$ cat config.mk
export PLATFORM = sky130hd
export DESIGN_NAME = store_write_buffer
export DESIGN_NICKNAME = d
export VERILOG_FILES = /design/src/rtl/store_write_buffer.sv
export SDC_FILE = /design/constraint.sdc
export NUM_CORES = 1
export LEC_CHECK = 0
export CAP_MARGIN = 40
export CORE_ASPECT_RATIO = 1.5
export CORE_MARGIN = 3
export CORE_UTILIZATION = 60
export CTS_BUF_LIST = sky130_fd_sc_hd__clkbuf_2
export DETAILED_ROUTE_END_ITERATION = 7
export DONT_BUFFER_PORTS = 1
export GPL_TIMING_DRIVEN = 0
export PLACE_DENSITY_LB_ADDON = 0.1
export SLEW_MARGIN = 20
export SYNTH_ARGS = -nofsm -noshare
export SYNTH_HDL_FRONTEND = slang
export SYNTH_SLANG_ARGS = --single-unit
$ cat constraint.sdc
create_clock -name clk -period 10.7 [get_ports clk]
set_input_delay 2.14 -clock clk [delete_from_list [all_inputs] [get_ports clk]]
set_output_delay 2.14 -clock clk [all_outputs]
set_load 0.03 [all_outputs]
$ cat src/rtl/store_write_buffer.sv
// Posted-store FIFO that drains committed byte/half/word stores onto the byte-wide memory bus.
// Optional WBUF_STATS_EN adds stat_io_stall / stat_full event counters.
module store_write_buffer #(
   parameter int DEPTH = 8,
   parameter int CNT_W = 4
) (
   input  logic             clk,
   input  logic             rst,
   input  logic             rdy,
   input  logic             wr_valid,
   input  logic [31:0]      wr_addr,
   input  logic [31:0]      wr_data,
   input  logic [1:0]       wr_len,
   output logic             wr_ready,
   input  logic             rd_busy,
   input  logic [31:0]      rd_chk_addr,
   output logic             rd_hazard,
   input  logic             io_buffer_full,
   output logic [31:0]      mem_a,
   output logic [7:0]       mem_dout,
   output logic             mem_wr,
   output logic             buf_empty,
   output logic [CNT_W-1:0] buf_count
`ifdef WBUF_STATS_EN
   ,
   output logic [31:0]      stat_io_stall,
   output logic [31:0]      stat_full
`endif
);

   localparam int PTR_W = $clog2(DEPTH);

   typedef enum logic [1:0] {
      IDLE   = 2'd0,
      DRAIN  = 2'd1,
      IO_GAP = 2'd2
   } state_t;

   logic [31:0]      entry_addr [DEPTH];
   logic [31:0]      entry_data [DEPTH];
   logic [1:0]       entry_len  [DEPTH];
   logic [DEPTH-1:0] entry_valid;

   logic [PTR_W-1:0] head, tail;
   logic [CNT_W-1:0] count;
   logic [1:0]       byte_idx, byte_idx_nxt;
   state_t           state, state_nxt;

   logic        push, pop, drive, grant;
   logic        bad_store;
   logic [1:0]  eff_len;
   logic [31:0] head_addr, head_data;
   logic [1:0]  head_len, last_idx;
   logic        head_is_io, last_byte;
   logic        unused_bits;

   assign unused_bits = ^rd_chk_addr[1:0];

   // Illegal lengths and misaligned addresses degrade to a single byte store.
   assign bad_store = (wr_len == 2'b11) ||
                      ((wr_len == 2'b01) && wr_addr[0]) ||
                      ((wr_len == 2'b10) && (wr_addr[1:0] != 2'b00));
   assign eff_len   = bad_store ? 2'b00 : wr_len;

   assign wr_ready  = (count < CNT_W'(DEPTH));
   assign push      = wr_valid && wr_ready && rdy;

   assign head_addr  = entry_addr[head];
   assign head_data  = entry_data[head];
   assign head_len   = entry_len[head];
   assign head_is_io = (count != '0) && (head_addr[17:16] == 2'b11);
   assign grant      = rdy && !rd_busy && !(head_is_io && io_buffer_full);

   always_comb begin
      last_idx = 2'd0;
      case (head_len)
         2'b01:   last_idx = 2'd1;
         2'b10:   last_idx = 2'd3;
         default: last_idx = 2'd0;
      endcase
   end

   assign last_byte = (byte_idx == last_idx);

   // Drain FSM: byte 0 goes out in the same cycle IDLE sees a granted, non-empty buffer.
   always_comb begin
      state_nxt    = state;
      drive        = 1'b0;
      pop          = 1'b0;
      byte_idx_nxt = byte_idx;
      case (state)
         IDLE: begin
            if ((count != '0) && grant) begin
               drive     = 1'b1;
               state_nxt = DRAIN;
            end
         end
         DRAIN: begin
            if (grant) drive = 1'b1;
         end
         IO_GAP: begin
            state_nxt = IDLE;
         end
         default: state_nxt = IDLE;
      endcase
      if (drive) begin
         if (last_byte) begin
            pop          = 1'b1;
            byte_idx_nxt = 2'd0;
            if (head_is_io)
               state_nxt = IO_GAP;
            else if (count > CNT_W'(1))
               state_nxt = DRAIN;
            else
               state_nxt = IDLE;
         end else begin
            byte_idx_nxt = byte_idx + 2'd1;
         end
      end
   end

   always_comb begin
      mem_wr   = drive;
      mem_a    = 32'd0;
      mem_dout = 8'd0;
      if (drive) begin
         mem_a = head_addr + {30'd0, byte_idx};
         case (byte_idx)
            2'd0:    mem_dout = head_data[7:0];
            2'd1:    mem_dout = head_data[15:8];
            2'd2:    mem_dout = head_data[23:16];
            default: mem_dout = head_data[31:24];
         endcase
      end
   end

   // Control state; rdy=0 freezes everything, and reset discards any partial drain.
   always_ff @(posedge clk or negedge rst) begin
      if (!rst) begin
         head        <= '0;
         tail        <= '0;
         count       <= '0;
         byte_idx    <= 2'd0;
         state       <= IDLE;
         entry_valid <= '0;
      end else if (rdy) begin
         state    <= state_nxt;
         byte_idx <= byte_idx_nxt;
         if (push) begin
            tail              <= tail + PTR_W'(1);
            entry_valid[tail] <= 1'b1;
         end
         if (pop) begin
            head              <= head + PTR_W'(1);
            entry_valid[head] <= 1'b0;
         end
         case ({push, pop})
            2'b10:   count <= count + CNT_W'(1);
            2'b01:   count <= count - CNT_W'(1);
            default: count <= count;
         endcase
      end
   end

   always_ff @(posedge clk) begin
      if (push) begin
         entry_addr[tail] <= wr_addr;
         entry_data[tail] <= wr_data;
         entry_len[tail]  <= eff_len;
      end
   end

   always_ff @(posedge clk) begin
      if (rst && push)
         assert (!bad_store)
            else $error("store_write_buffer: illegal store len=%b addr=%h", wr_len, wr_addr);
   end

   // Loads wait on any pending store to the same word, including a partly drained head.
   always_comb begin
      rd_hazard = 1'b0;
      for (int i = 0; i < DEPTH; i++) begin
         if (entry_valid[i] &&
             ((entry_addr[i][31:2] == rd_chk_addr[31:2]) ||
              ((entry_addr[i][17:16] == 2'b11) && (rd_chk_addr[17:16] == 2'b11))))
            rd_hazard = 1'b1;
      end
   end

   assign buf_count = count;
   assign buf_empty = (count == '0) && ((state == IDLE) || (state == IO_GAP));

`ifdef WBUF_STATS_EN
   always_ff @(posedge clk or negedge rst) begin
      if (!rst) begin
         stat_io_stall <= 32'd0;
         stat_full     <= 32'd0;
      end else if (rdy) begin
         if (head_is_io && io_buffer_full && (stat_io_stall != 32'hFFFF_FFFF))
            stat_io_stall <= stat_io_stall + 32'd1;
         if (wr_valid && !wr_ready && (stat_full != 32'hFFFF_FFFF))
            stat_full <= stat_full + 32'd1;
      end
   end
`endif

endmodule

=== Word-level counts from Yosys, hierarchy flattened ===
Memory sizes are Yosys's and may differ from the RTL's.
Index checks and enable logic that the tools add are counted.

* $mul: 0
* Bitwise gates (word level): 3
* Reductions and logical operators: 51
* Multiplexer cells: 35
* Magnitude comparators: 6
* Add/subtract/negate cells: 6
* Divide/modulo/power cells: 0
* Shift operators: 0
* Eq/ne operators: 30

{| class="wikitable"
|+ Operators by type and width
! kind !! number
|-
| $eq A30 B30 Y1 || 8
|-
| $add A32 B2 Y32 || 1
|-
| $eq A2 B2 Y1 const B || 16
|-
| $mux W32 || 1
|-
| $mux W8 || 4
|-
| $logic_and A1 B1 Y1 || 28
|-
| $pmux W8 S3 || 1
|-
| $mux W1 || 17
|-
| $mux W2 || 6
|-
| $logic_or A1 B1 Y1 || 11
|-
| $eq A2 B1 Y1 const B || 5
|-
| $and A8 B8 Y8 || 1
|-
| $lt A3 B4 Y1 const B || 2
|-
| $not A8 Y8 || 1
|-
| $or A8 B8 Y8 || 1
|-
| $pmux W2 S2 || 2
|-
| $pmux W4 S2 || 1
|-
| $reduce_and A2 Y1 || 4
|-
| $add A3 B1 Y3 const B || 2
|-
| $demux W1 S3 || 2
|-
| $ge A3 B1 Y1 const B || 2
|-
| $add A4 B1 Y4 const B || 1
|-
| $gt A4 B1 Y1 const B || 1
|-
| $logic_not A2 Y1 || 2
|-
| other kinds (9) || 11
|}

* Register bits: 22
* Latch bits: 0
* Output and inout port bits: 48
* Memory bits (writable): 528
* ROM bits: 0
* Memories kept: 3
* Input bits: 104

{| class="wikitable"
|+ Memory list
! memory !! depth !! bits a word !! rd ports !! clocked after Yosys merged registers in !! wr ports !! RTL line !! RTL
|-
| entry_addr || 8 || 32 || 9 || 0 || 1 || 39 || <nowiki>logic [31:0] entry_addr [DEPTH];</nowiki>
|-
| entry_data || 8 || 32 || 1 || 0 || 1 || 40 || <nowiki>logic [31:0] entry_data [DEPTH];</nowiki>
|-
| entry_len || 8 || 2 || 1 || 0 || 1 || 41 || <nowiki>logic [1:0] entry_len [DEPTH];</nowiki>
|}

=== Depth between registers and ports, before layout ===
An unclocked memory read counts as a cell.

* Word-level depth: 13
* Gate-level depth with buffers: 19

=== Worst setup path before layout ===
OpenSTA, ideal clock, no wires.

* Path kind: input to register
* Start: input port wr_valid
* End: memory entry_addr[0][0], enable pin
* Setup slack: 3.099 ns
* Stages on the path: 3
* Arrival: 7.027 ns
* Buffers on the path: 0
* Data required time: 10.127 ns
* Cells stage by stage: and3_1 > nand2b_1 > nor3_1

* Longest elaborated chain between the ends: 4

{| class="wikitable"
|+ Ends and longest elaborated chain
! item !! RTL line !! RTL
|-
| from (decl) || 10 || <nowiki>input logic wr_valid,</nowiki>
|-
| $logic_and A1 B1 Y1 (2 in a row) || 66 || <nowiki>assign push = wr_valid && wr_ready && rdy;</nowiki>
|-
| $mux W1 || 166 || <nowiki>if (push) begin</nowiki>
|-
| $mux W1 (implied by the code) || 167 || <nowiki>entry_addr[tail] <= wr_addr;</nowiki>
|-
| to (decl) || 39 ||
|}

No other way between the ends.

=== Worst setup path after layout ===
* Start: register head[2]
* End: output port mem_a[17]

* Longest elaborated chain between the ends: 10

{| class="wikitable"
|+ Ends and longest elaborated chain
! item !! RTL line !! RTL
|-
| from (decl) || 44 || <nowiki>logic [PTR_W-1:0] head, tail;</nowiki>
|-
| from (signal assigned) || 154 || <nowiki>head <= head + PTR_W'(1);</nowiki>
|-
| $mem_v2 Z8 W32 * || - ||
|-
| branches (longest 8 deep; another with $add A32 B2 Y32) || - ||
|-
| $mux W32 * || 126 || <nowiki>if (drive) begin</nowiki>
|-
| to (decl) || 19 || <nowiki>output logic [31:0] mem_a,</nowiki>
|}

Mark *: on every way between the ends.

==> run metrics <==
CTS Sinks=550; static leakage=9.17 nW; Congestion Overflow GR=0; Post-synth top cells=edfxtp_1 (528), xor2_1 (148), xnor2_1 (121); final setup fails=0; Min Hold Slack=0.540 ns; Post-synth EDFFs=528; Synth Cell Area=0.0245 sq mm; worst r2r src=head[2]; Post-Syn Area per Cell=15.2 sq um; CTS Buffer Depth=3; fillers=2944; via/cell ratio=6.67; Critical Path AT=6.71 ns; detailed placement HPWL=59.8 mm; GP Congestion=1.04; Core Area=0.0403 sq mm; utilization after layout=0.678; Worst Skew=0.0867 ns; setup TNS=0 ns; worst r2r path cells=18; Mapped Cells=1612; crit-path most repeated cell=buf_4; vias=16200; routed wire length=81.9 mm; IO Count=152; post-CTS setup buffers=0; r2r setup slk=4.96 ns; register area=0.0164 sq mm; Cell Chain, Critical Path=buf_4 -> buf_4 -> buf_4 -> buf_4 -> buf_2 -> buf_2 -> buf_2 -> mux2_2 -> a221oi_1 -> a21oi_1 -> a221o_1 -> ha_1 -> a21oi_1 -> nor4_4 -> clkbuf_1 -> nand4b_1 -> xnor2_1 -> nor2_1; minimum clock period=8.85 ns; Reg clk slew, reported paths=0.10 ns; largest net degree at the start of global routing=23; final hold violation count=0; Peak VDD IR=0.147 mV; H-Tree Depth=3; HP Class=flip-flop to flip-flop; multi-input logic area=0.00762 sq mm; Die X=171 um; total global-route track usage=0.380; syn nets=1730; Area contributors post-synth=edfxtp_1 (65%), xor2_1 (5.3%), xnor2_1 (4.3%), mux4_2 (3.0%), dfrtp_1 (2.2%); CTS Buf Count=121; Relative slew margins=0.332; Final Cell Area=0.0273 sq mm; crit start category=flip-flop; Max-cap violations=0; Starting Density=0.607; antenna violations before repair=3; non-filler cells, final=2424; Hold Path Sink=entry_valid[7]; Area after DPL=0.0262 sq mm; die footprint=0.0433 sq mm; Reg2Reg Capture Point=buf_count[3]; pre-CTS setup slack=3.01 ns; Slew Viols, Final=0; layout overhead on the synthesized area=11.5%; synth warn=0; Post-synth ARST share=0.0400; Routed wire per std cell=33.8 um; Net count, final=1928; Initial DRC Count=1923; #FFs+latches synth=550; worst-path cell with the longest stage delay=nor2_1; hold buffers post-CTS=0; Least-Margin Pin Slew=1.00 ns; Die Y=253 um; Rows=90; Pwr Density=221 mW/mm^2; CTS root buf=clkbuf_2; most frequent cell after synthesis=edfxtp_1; vias in the first global route=16100; post-synth top area share=0.647; PortBufs=0; leading area contributor after synthesis=edfxtp_1; Tcrit/Tclk final=0.827; CP Class=flip-flop to output pin; crit path max fanout=10; first-pass GRT wire length=114 mm; maximum clock rate=113 MHz; Critical Path End Type=output pin; hold path depth=2; post-route ant nets=0; RSZ-0062 raised after global routing=false; layout cells sized above 1=0.201; sequential area share after synthesis=0.670; Remaining DRCs=0; dpl cells=2191; post-cts resize count=0; CP max stage delay=0.45 ns; ys flop type=edfxtp_1; hold path startpoint=entry_valid[7]; Pre-Repair DR Iteration Count=6; fin worst setup slack=1.85 ns; CTS tree=yes; final total power=6.05 mW; Cell variety after synth=73; outcome=finished clean; Required @ worst endpoint=8.56 ns; worst skew pair latency=1.13 ns
==> kinds of logic (layout without fill, tap and decap cells) <==
kind of cell | count (synthesis) | after routing | synth area share
AOI/OAI and AO/OA | 261 | 261 | 0.0773
xor gates and xnor gates | 269 | 269 | 0.0962
adders and majority gates | 14 | 14 | 0.00746
buffers and inverters | 111 | 414 | 0.0214
DFF | 550 | 550 | 0.670
muxes | 97 | 97 | 0.0578
other | 0 | 3 | 0
and+or+nand+nor | 310 | 310 | 0.0699
==> routing by layer <==
metal	vias to the layer above	track usage	part of all wire
met5	-	0	0.00020
met4	2	0.316	0.10
met3	295	0.0946	0.089
met2	1018	0.610	0.49
met1	8070	0.425	0.33
li1	6784	-	-
==> worst max-delay path by stage <==
stage / startpoint / endpoint / cells after the start
finish: head[2] / mem_a[17] / 18
CTS: head[2] / mem_a[17] / 18
global route: head[2] / mem_a[17] / 18
floorplan: wr_valid / entry_addr[0][0] / 3
global placement: wr_valid / entry_addr[0][5] / 3
detailed placement: head[2] / mem_a[17] / 18
==> sequential cells by signal, summed over array words and instances, names as in the netlist <==
register     count
entry_valid      8
tail             3
entry_data     256
state            2
head             3
byte_idx         2
entry_addr     256
entry_len       16
buf_count        4
==> cell type report <==
type	count	share of cell area
well taps	506	0.0232
repair buffers	75	0.0362
multi-input cells	951	0.279
plain buffers	94	0.0169
inverters	17	0.00234
flip-flops and latches	550	0.601
clock inverters	47	0.00838
clock buffers	181	0.0332
diodes	3	0.000275
==> worst max-delay path: cells and delay by family, from the launching register on <==
kind / cells / cell delay, ns
adder cells (fa/ha/maj): 1 / 0.30
AO/OA/AOI/OAI: 4 / 0.96
flip-flops: 1 / 0.34
buffers and inverters: 8 / 2.54
multiplexers: 1 / 0.38
AND/OR/NAND/NOR: 3 / 0.90
XOR/XNOR: 1 / 0.18
==> layout by cell type (no fill, tap or decap), types with 33 or more instances in the layout <==
master	count
nor4_1	41
a21oi_1	35
xor2_1	148
edfxtp_1	528
a22oi_1	66
mux4_2	33
nor2_1	80
clkbuf_1	53
clkinv_1	33
nand2_1	41
nand4_1	45
o22ai_1	42
clkbuf_2	181
mux2i_1	42
xnor2_1	121
buf_2	35
==> where the power goes <==
| group | total (mW) | internal, mW | switching, mW |
|---|---|---|---|
| clock network | 1.31 | 0.485 | 0.829 |
| registers | 2.44 | 2.39 | 0.0481 |
| logic | 2.29 | 0.734 | 1.56 |
Note: power is estimated with default switching activity, not from simulation.
